$ cat src/rtl/cam_rx_monitor.sv
// cam_rx_monitor: camera bus receive monitor rebuilding RGB565 pixels and checking frame geometry.
// Optional CRC-16-CCITT over emitted pixel bytes is enabled by defining CAM_RX_CRC_EN.
module cam_rx_monitor #(
  parameter int HRES = 640,
  parameter int VRES = 480
) (
  input  logic        cam_pclk_o,
  input  logic        s_rstn,
  input  logic        en_i,
  input  logic        cam_vsync_i,
  input  logic        cam_href_i,
  input  logic [7:0]  cam_data_i,
  output logic        pix_valid_o,
  output logic [15:0] pix_data_o,
  output logic [15:0] pix_col_o,
  output logic [15:0] pix_line_o,
  output logic        frame_done_o,
  output logic [15:0] frame_cnt_o,
  output logic        err_line_len_o,
  output logic        err_line_cnt_o,
  output logic        err_odd_byte_o
`ifdef CAM_RX_CRC_EN
  ,
  output logic [15:0] frame_crc_o
`endif
);
  typedef enum logic [1:0] {IDLE, VSYNC, ACTIVE, CLOSE} state_t;
  localparam logic [15:0] H = 16'(HRES);
  localparam logic [15:0] V = 16'(VRES);
  state_t r_state, w_next;
  logic r_vs, r_vs_d, r_hr, r_hr_d, r_phase;
  logic [7:0] r_data, r_hi;
  logic [15:0] r_col, r_line, r_pix_data, r_pix_col, r_pix_line, r_frame_cnt;
  logic r_pix_valid, r_frame_done, r_err_len, r_err_cnt, r_err_odd;
  logic w_vs_rise, w_vs_fall, w_line_end, w_byte, w_emit, w_start;

  // A vsync rise with href still high closes the open line before the frame closes.
  always_comb begin
    w_vs_rise  = r_vs && !r_vs_d;
    w_vs_fall  = !r_vs && r_vs_d;
    w_line_end = r_state == ACTIVE && ((r_hr_d && !r_hr) || (w_vs_rise && r_hr));
    w_byte     = r_state == ACTIVE && r_hr && !w_vs_rise;
    w_emit     = en_i && w_byte && r_phase && r_col < H && r_line < V;
    w_start    = (r_state == IDLE && w_vs_rise) || r_state == CLOSE;
    w_next     = !en_i              ? IDLE :
                 r_state == IDLE    ? (w_vs_rise ? VSYNC : IDLE) :
                 r_state == VSYNC   ? (w_vs_fall ? ACTIVE : VSYNC) :
                 r_state == ACTIVE  ? (w_vs_rise ? CLOSE : ACTIVE) : VSYNC;
  end

  always_ff @(posedge cam_pclk_o or negedge s_rstn)
    if (!s_rstn) r_state <= IDLE;
    else r_state <= w_next;

  always_ff @(posedge cam_pclk_o or negedge s_rstn) begin
    if (!s_rstn) begin
      {r_vs, r_vs_d, r_hr, r_hr_d, r_phase, r_data, r_hi} <= '0;
      {r_col, r_line, r_pix_data, r_pix_col, r_pix_line, r_frame_cnt} <= '0;
      {r_pix_valid, r_frame_done, r_err_len, r_err_cnt, r_err_odd} <= '0;
    end else begin
      r_vs         <= cam_vsync_i;
      r_vs_d       <= r_vs;
      r_hr         <= cam_href_i;
      r_hr_d       <= r_hr;
      r_data       <= cam_data_i;
      r_pix_valid  <= w_emit;
      r_frame_done <= en_i && r_state == CLOSE;
      if (en_i) begin
        if (w_emit) begin
          r_pix_data <= {r_hi, r_data};
          r_pix_col  <= r_col;
          r_pix_line <= r_line;
        end
        // Errors stay visible alongside frame_done_o, then clear for the new frame.
        if (r_frame_done || (r_state == IDLE && w_vs_rise)) {r_err_len, r_err_cnt, r_err_odd} <= '0;
        if (r_state == CLOSE) begin
          r_frame_cnt <= r_frame_cnt + 16'd1;
          r_err_cnt   <= r_line != V;
        end
        if (w_start) r_line <= '0;
        if (r_state != ACTIVE) begin
          r_col   <= '0;
          r_phase <= 1'b0;
        end else if (w_line_end) begin
          if (r_col != H) r_err_len <= 1'b1;
          if (r_phase) r_err_odd <= 1'b1;
          r_col   <= '0;
          r_phase <= 1'b0;
          r_line  <= r_line == 16'hFFFF ? r_line : r_line + 16'd1;
        end else if (w_byte) begin
          r_phase <= !r_phase;
          if (!r_phase) r_hi <= r_data;
          else if (r_col == H) r_err_len <= 1'b1;
          else r_col <= r_col + 16'd1;
        end
      end
    end
  end

  assign pix_valid_o    = r_pix_valid;
  assign pix_data_o     = r_pix_data;
  assign pix_col_o      = r_pix_col;
  assign pix_line_o     = r_pix_line;
  assign frame_done_o   = r_frame_done;
  assign frame_cnt_o    = r_frame_cnt;
  assign err_line_len_o = r_err_len;
  assign err_line_cnt_o = r_err_cnt;
  assign err_odd_byte_o = r_err_odd;

`ifdef CAM_RX_CRC_EN
  logic [15:0] r_crc, r_frame_crc;

  function automatic logic [15:0] crc_byte(input logic [15:0] c, input logic [7:0] d);
    logic [15:0] x;
    x = c ^ {d, 8'h00};
    for (int i = 0; i < 8; i++) x = x[15] ? ({x[14:0], 1'b0} ^ 16'h1021) : {x[14:0], 1'b0};
    return x;
  endfunction

  always_ff @(posedge cam_pclk_o or negedge s_rstn) begin
    if (!s_rstn) begin
      r_crc       <= 16'hFFFF;
      r_frame_crc <= '0;
    end else if (en_i) begin
      if (r_state == CLOSE) r_frame_crc <= r_crc;
      if (w_start) r_crc <= 16'hFFFF;
      else if (w_emit) r_crc <= crc_byte(crc_byte(r_crc, r_hi), r_data);
    end
  end

  assign frame_crc_o = r_frame_crc;
`endif
endmodule

$ cat config.mk
export PLATFORM = sky130hd
export DESIGN_NAME = cam_rx_monitor
export DESIGN_NICKNAME = d
export VERILOG_FILES = /design/src/rtl/cam_rx_monitor.sv
export SDC_FILE = /design/constraint.sdc
export NUM_CORES = 1
export LEC_CHECK = 0
export ABC_AREA = 1
export CAP_MARGIN = 40
export CORE_UTILIZATION = 51
export DETAILED_ROUTE_END_ITERATION = 16
export PLACE_DENSITY = 0.77
export SYNTH_ARGS = -nofsm -noshare
export SYNTH_HDL_FRONTEND = slang
export SYNTH_SLANG_ARGS = --single-unit
export TNS_END_PERCENT = 10
$ cat constraint.sdc
create_clock -name cam_pclk_o -period 1.9 [get_ports cam_pclk_o]
set_input_delay 0.57 -clock cam_pclk_o [delete_from_list [all_inputs] [get_ports cam_pclk_o]]
set_output_delay 0.57 -clock cam_pclk_o [all_outputs]
set_load 0.02 [all_outputs]
==> metrics <==
Int Pwr=4.87 mW; I/O pin cnt=82; Syn. warnings=0; initial antenna violation count=0; final hold slack=84.5 ps; Area contributors post-synth=dfrtp_1, nand2_1, nand3_1, nor2_1, inv_1; vias in the first global route=~5k; synthesized area per cell=8.16 um2; Hold Buf Count CTS=0; worst-path maximum fanout=6; Antenna Nets Post-Route=0; fmax=560 MHz; CTS H-tree lvls=4; Fin. Hold Viols=0; Comb power frac=0.050; Initial Utilization=0.523; Worst Setup End Kind=output port; routed vias=5219; Synth area leader=dfrtp_1; Diodes inserted=0; run status=completed; clock network power share=0.507; Nets=860; register area share after synthesis=0.519; dpl hpwl=9.90 mm; Placeable Area=11400 um2; Tot Pwr=6.21 mW; CTS root buf=clkbuf_16; pre-CTS WS=-246 ps; wire length per cell=14.2 um; residual DRC count=0; fin worst setup slack=114 ps; Die Height=110 um; Final Wtd Congestion=0.896; critical path arrival=1220 ps; CP max stage delay=440 ps; pin count of the biggest net entering global routing=53; first-pass GRT wire length=23.5 mm; deepest clock path buffer count=2; GRT Overall Usage=0.257; TritonCTS buffer count=17; # rows=39; CP Class=flop to output port; layout cells sized above 1=0.121; vias per cell=5.23; top_reg_cell synth=dfrtp_1; syn nets=750; worst skew pair latency=420 ps; Clock transition at path regs=50 ps; FF+latch count, synth=124; Worst-Margin Slew=469 ps; Hold Crit Class=input pin to asynchronous set/reset pin; r2r startpoint=r_line[0]$_DFFE_PN0P_; setup TNS=0 ps; FF-to-FF End=r_line[3]$_DFFE_PN0P_; P_sw=1.34 mW; nature of the critical path startpoint=flop; Yosys top cell area share=0.519; CP max stage cell=dfrtp_1; max cap viols=0; VDD IR max=0.000740 V; Worst EP required=around 1300 ps; endpoints failing setup=0; CTS tree=yes; Sink Count=124; synth unique cells=34; max_slew headroom=0.687; RSZ-0062 raised after global routing=no; setup slack, reg-to-reg=170 ps; # fillers=approximately 960; placed instance area=7130 um2; Final min period=1790 ps; Post-synth EDFFs=0; fin. max-slew vios=0; share of async-settable or async-resettable flops after synthesis=1.00; Pleak=3.95 nW; CP Cell Sequence=dlygate4sd2_1; total gr overflow=0; chip width=110 um; Netlist Area Pre-Place=5970 um2; worst path bufs/invs=1; fin area=7660 um2; final worst path period share=0.940; drt first pass iters=5; Area Overhead vs Synth=28.1%; Post-Syn Instances=between 700 and 800; Die ar.=12200 um2; Largest delay share family, worst path=flip-flops; Iteration-0 DRC Markers=400; Seq pwr share=0.444; depth of the most critical reg-to-reg path=10; total power divided by cell area=811 nW/um2; Setup Skew=7.98 ps; WL final=~14 mm; Sw Share=0.216; input/output buffers=about 80
-- repair_timing --
action / in CTS / in global routing
hold endpoints to repair: 0 / 0
endpoints found under the setup margin: 69 / 31
pin swaps: 0 / 0
buffers inserted: 0 / 1
gates resized for setup: 69 / 10
-- worst max path at each step --
stage	startpoint	end	slack, ps	cells after the start
floorplan	en_i	pix_col_o[9]$_DFFE_PN0P_	260	8
global placement	en_i	frame_cnt_o[15]$_DFFE_PN0P_	-220	9
detailed placement	en_i	frame_cnt_o[15]$_DFFE_PN0P_	-250	9
CTS	r_state[0]$_DFF_PN0_	r_line[6]$_DFFE_PN0P_	30	8
global route	en_i	frame_cnt_o[14]$_DFFE_PN0P_	20	8
finish	frame_cnt_o[9]$_DFFE_PN0P_	frame_cnt_o[9]	110	1
-- metrics by stage --
stage               instances   util
finish                    997  0.671
floorplan                 732      -
CTS                       996  0.668
global placement          965  0.624
global route              997  0.671
detailed placement        965  0.624
-- cell usage in the layout, fill, tap and decap left out, types with 6 or more instances in the layout --
cell and instances:
o21ai_0 24, buf_4 28, dfrtp_1 123, inv_1 70, xnor2_1 8, clkbuf_16 17
nand3_1 86, nor2_1 85, nand2_1 222, nand2_2 6, nand4_1 13, clkdlybuf4s50_1 11
xor2_1 17, o21ai_2 19, buf_12 6, dlygate4sd2_1 69
-- area by class of cell --
class                   instances  area, um2  share of cell area
clock buffers                  25        495              0.0647
clock inverters                 6       85.1              0.0111
inverters                      75        282              0.0368
multi-input cells             510       2470               0.322
flip-flops and latches        124       3100               0.405
well taps                     143        179              0.0234
repair buffers                114       1040               0.136
-- kinds of logic after synthesis --
logic type,share of synthesized area
flops,0.519
xor+xnor,0.0366
compound gates,0.0582
simple gates,0.303
fa+ha+maj,0.0105
buf+inv,0.0720
-- state kept, by name, indices dropped and copies added, names as in the netlist, 2 cells and up --
name and cells:
r_state 2, r_col 16, r_line 16, pix_data_o 16
r_data 8, pix_line_o 16, r_hi 8, frame_cnt_o 16
pix_col_o 16
-- synthesized netlist by cell type (all sizes together), types with 3 or more instances --
library cell / number
nor3: 3
xor2: 17
dfrtp: 124
o21ai: 46
a21oi: 4
clkbuf: 4
nand4: 13
nand2: 229
ha: 5
inv: 75
nand3: 86
buf: 19
nor2: 91
xnor2: 8
-- power groups by stage --
| stage | combinational (mW) | clock (mW) | sequential [mW] |
|---|---|---|---|
| 3_5_place_dp | 0.318 | 0 | 2.80 |
| 2_1_floorplan | 0.120 | 0 | 2.81 |
| 5_1_grt | 0.348 | 3.31 | 2.76 |
| 6_report | 0.309 | 3.15 | 2.76 |
| 3_3_place_gp | 0.307 | 0 | 2.80 |
| 4_1_cts | 0.308 | 3.21 | 2.75 |
-- routing by layer --
layer  global-route usage  wire (um)  up-vias
li1                     -          -     2535
met1                0.328       6200     2494
met2                0.415       6890      165
met3               0.0747        780       25
met4                0.101        288        0
met5                    0          0        -
Note: power is estimated with default switching activity, not from simulation.
